`src/rtl/load_memory_responder.sv`:
```
// Responder end of the load channel: turns one load request at a time into a
// memory read transaction and returns the aligned word, with flush and timeout.
module load_memory_responder #(
    parameter int unsigned DATA_WIDTH     = 32,
    parameter int unsigned TIMEOUT_CYCLES = 256
) (
    input  logic                  clk_i,
    input  logic                  rst_n_i,
    input  logic                  ldu_request_i,
    input  logic [DATA_WIDTH-1:0] ldu_address_i,
    output logic [DATA_WIDTH-1:0] ldu_data_o,
    output logic                  ldu_valid_o,
    output logic                  ldu_error_o,
    input  logic                  flush_i,
    output logic                  mem_request_o,
    output logic [DATA_WIDTH-1:0] mem_address_o,
    input  logic                  mem_ready_i,
    input  logic                  mem_valid_i,
    input  logic [DATA_WIDTH-1:0] mem_data_i,
    input  logic                  mem_error_i,
    output logic                  busy_o
);

    localparam int unsigned CNT_W = $clog2(TIMEOUT_CYCLES) + 1;
    localparam logic [CNT_W-1:0] CNT_LAST = CNT_W'(TIMEOUT_CYCLES - 1);
    localparam logic [DATA_WIDTH-1:0] ALIGN_MASK = ~DATA_WIDTH'(3);

    typedef enum logic [1:0] {
        S_IDLE,
        S_ISSUE,
        S_WAIT,
        S_DRAIN
    } state_t;

    state_t                state_q, state_d;
    logic [CNT_W-1:0]      cnt_q, cnt_d;
    logic [DATA_WIDTH-1:0] addr_d, data_d;
    logic                  valid_d, error_d;
    logic                  timeout_c;

    // Counter keeps running after acceptance, so compare with >= rather than ==.
    assign timeout_c = (cnt_q >= CNT_LAST);

    // Next-state and next-output logic
    always_comb begin
        state_d = state_q;
        cnt_d   = cnt_q + CNT_W'(1);
        addr_d  = mem_address_o;
        data_d  = '0;
        valid_d = 1'b0;
        error_d = 1'b0;
        case (state_q)
            S_IDLE: begin
                cnt_d = '0;
                if (ldu_request_i && !flush_i) begin
                    addr_d  = ldu_address_i & ALIGN_MASK;
                    state_d = S_ISSUE;
                end
            end
            S_ISSUE: begin
                if (flush_i) begin
                    state_d = mem_ready_i ? S_DRAIN : S_IDLE;
                end else if (mem_ready_i) begin
                    state_d = S_WAIT;
                end else if (timeout_c) begin
                    error_d = 1'b1;
                    state_d = S_IDLE;
                end
            end
            S_WAIT: begin
                if (flush_i) begin
                    state_d = mem_valid_i ? S_IDLE : S_DRAIN;
                end else if (mem_valid_i) begin
                    if (mem_error_i) begin
                        error_d = 1'b1;
                    end else begin
                        valid_d = 1'b1;
                        data_d  = mem_data_i;
                    end
                    state_d = S_IDLE;
                end else if (timeout_c) begin
                    error_d = 1'b1;
                    state_d = S_IDLE;
                end
            end
            S_DRAIN: begin
                // Flushed load: swallow the response or give up silently.
                if (mem_valid_i || timeout_c) begin
                    state_d = S_IDLE;
                end
            end
            default: state_d = S_IDLE;
        endcase
    end

    // State, counter and registered outputs
    always_ff @(posedge clk_i) begin
        if (!rst_n_i) begin
            state_q       <= S_IDLE;
            cnt_q         <= '0;
            mem_request_o <= 1'b0;
            mem_address_o <= '0;
            ldu_data_o    <= '0;
            ldu_valid_o   <= 1'b0;
            ldu_error_o   <= 1'b0;
            busy_o        <= 1'b0;
        end else begin
            state_q       <= state_d;
            cnt_q         <= cnt_d;
            mem_request_o <= (state_d == S_ISSUE);
            mem_address_o <= addr_d;
            ldu_data_o    <= data_d;
            ldu_valid_o   <= valid_d;
            ldu_error_o   <= error_d;
            busy_o        <= (state_d != S_IDLE);
        end
    end

endmodule

```
`config.mk`:
```
export PLATFORM = sky130hd
export DESIGN_NAME = load_memory_responder
export DESIGN_NICKNAME = d
export VERILOG_FILES = /design/src/rtl/load_memory_responder.sv
export SDC_FILE = /design/constraint.sdc
export NUM_CORES = 1
export LEC_CHECK = 0
export BUFFER_PORTS_ARGS = -buffer_cell sky130_fd_sc_hd__buf_4
export CORE_UTILIZATION = 35
export DETAILED_ROUTE_END_ITERATION = 6
export GPL_ROUTABILITY_DRIVEN = 0
export PLACE_DENSITY = 0.69
export SKIP_CTS_REPAIR_TIMING = 1
export SLEW_MARGIN = 10
export SYNTH_ARGS = -nofsm -noshare
export SYNTH_HDL_FRONTEND = slang
export SYNTH_SLANG_ARGS = --single-unit
```
`constraint.sdc`:
```
create_clock -name clk_i -period 2 [get_ports clk_i]
set_input_delay 0.3 -clock clk_i [delete_from_list [all_inputs] [get_ports clk_i]]
set_output_delay 0.3 -clock clk_i [all_outputs]
set_load 0.005 [all_outputs]
```
==> flow_summary.ini <==
[critical_path]
slowest_delay_ps = 340
cp.arrival_ps = 2380
critical-path-top-delay-family = simple AND/OR/NAND/NOR gates
required_ps = 2290
cp_cell_sequence = ha_4 -> and3_4 -> and3_4 -> ha_4 -> or2_4 -> a31o_1 -> or3_1 -> a41oi_2 -> and2_1
critPathBufInv = 0
timing_worst_setup_path_type = flop to flop
critPathMaxFanout = 3
startpoint_type = flop
endpoint_kind = flop
cp_slowest_cell = dfxtp_2

[floorplanning]
dieArea_um2 = 7840
core_um2 = 7250
rows = 31
initial_core_util = 0.362
ios = 139
die_h_um = 88.6
die_w_um = 88.6

[yosys]
synth_commonest_cells = dfxtp_1, nand2_1, and2_1, a21oi_1
ys_ff_latch = 77
synth_most_common_cell = dfxtp_1
ys.flop_type = dfxtp_1
synth-async-reset-ratio = 0
yosysSeqAreaShare = 0.588
synth_cell_types = 32
synth_area_leaders = dfxtp_1, nand2_1, and2_1
synthCells = 282
netlist_area_um2 = 2620
yosys.area.top_type = dfxtp_1
synth_top_area_share = 0.588
yosys_warnings = 0
syn_avg_cell_area_um2 = 9.30
synth-edff-count = 0

[timing]
fmax_mhz = 478
fin_hold_ws_ps = 157
hold_viol_final = 0
final.setup.tns_ps = -246
setup_slack_ps = -91.6
finalCritPeriodShare = 1.05
slew_viol_final = 0
grt_setup_unrepaired = yes
post-route-min-period_ps = 2090
fin_worst_skew_ps = 5.32
finalSetupViolCount = 3

[clock_tree]
insertion_delay_ps = 340
root_buffer = clkbuf_8
cts_max_level = 3
cts_made_buffers = 9
clkSinkCount = 77
cts_tree = done
clk_pin_slew_worst_paths_ps = 70
cts_buffer_depth = 2

[worst_hold_path]
hold_path.class = primary input to flop

[global_route]
grt_max_degree = 34
grt_use_total = 0.153
antenna_found_initial = 0
grt_pass1_wl_um = 8950
grt_pass1_vias = 2053
grt-ovfl-total = 0

[routing]
wl_per_cell_um = 11.4
vias = 2324
drtIter0Drc = 73
drt-pass1-iter-count = 4
detail-route-antenna-nets = 0
viasPerCell = 4.36
finalWirelength_um = 6090
drcViolationCount = 0

[status]
status = finished, violations left
violations = negative setup slack

[final_layout]
register_area_um2 = 1540
drive_above_1_share = 0.408
multi_input_area_um2 = 1050
finalCoreUtilization = 0.562
nFillCells = 665
diodes = 0
finalNetCount = 507
syn_to_final_growth_pct = 55.4

[place]
portBuffers = 134
post-place-ws_ps = -195
dp_hpwl_um = 4600

[power_and_ir_drop]
power.density_nw_per_um2 = 764
vdd_drop_max_uv = 505
leakage_nw = 1.88
finalPower_mw = 3.11

[job]
maxCapViolations = 0
-- placed cells by master, fill, tap and decap left out, types with 4 or more instances in the layout --
master    synthesis  final
buf_4             2    149
dfxtp_1          77     75
nand2_1          65     65
and2_1           34     34
a21oi_1          33     33
nor2_1           12     11
clkbuf_8          0     11
inv_1             6      6
nand3_1           4      4
xor2_1            4      4
ha_1              6      4
-- layer usage --
layer,up-vias,global-route usage,wire (um)
met2,75,0.262,3110
met4,0,0.0836,99
met1,1045,0.159,2430
met5,-,0,0
li1,1196,-,-
met3,8,0.0662,450
-- layout make-up --
| class | count | area share |
|---|---|---|
| Clock buffer | 11 | 0.0371 |
| Clock inverter | 4 | 0.0117 |
| Inverter | 6 | 0.00552 |
| Multi-Input combinational cell | 186 | 0.257 |
| Sequential cell | 77 | 0.379 |
| Tap cell | 99 | 0.0304 |
| Timing Repair Buffer | 150 | 0.279 |
-- flip-flops by register name (all words and copies together) (netlist names) --
signal,cells
ldu_data_o,32
mem_address_o,30
cnt_q,9
state_q,2
busy_o,1
ldu_error_o,1
ldu_valid_o,1
mem_request_o,1
-- through the flow --
stage / std cells / cell area, um^2
floorplan: 283 / 2660
global placement: 518 / 3870
detailed placement: 518 / 3870
CTS: 533 / 4070
global route: 533 / 4080
finish: 533 / 4080
-- logic make-up (layout without fill, tap and decap cells) --
group	Yosys count	after routing	synth area share
xor+xnor	6	6	0.0200
other cells	1	2	0.00143
simple gates	129	129	0.235
buf+inv	20	171	0.0315
fa+ha+maj	6	6	0.0286
flops	77	77	0.588
compound gates	43	43	0.0954
-- worst paths after layout --
kind                          start                end  slack [ps]  cells after the start
hold / removal       mem_data_i[31]     ldu_data_o[31]         160                      2
setup / recovery           cnt_q[1]         state_q[1]         -90                      9
setup reg to reg           cnt_q[1]         state_q[1]         -90                      9
hold reg to reg   mem_address_o[14]  mem_address_o[14]         450                      2
-- report_power, final --
group / leakage (nW) / internal [mW] / switching (mW)
clock network: 0.101 / 0.633 / 0.522
registers: 0.625 / 1.58 / 0.0288
logic: 1.15 / 0.196 / 0.149
total: 1.88 / 2.41 / 0.700
No activity file was read; power rests on OpenSTA's default activity.
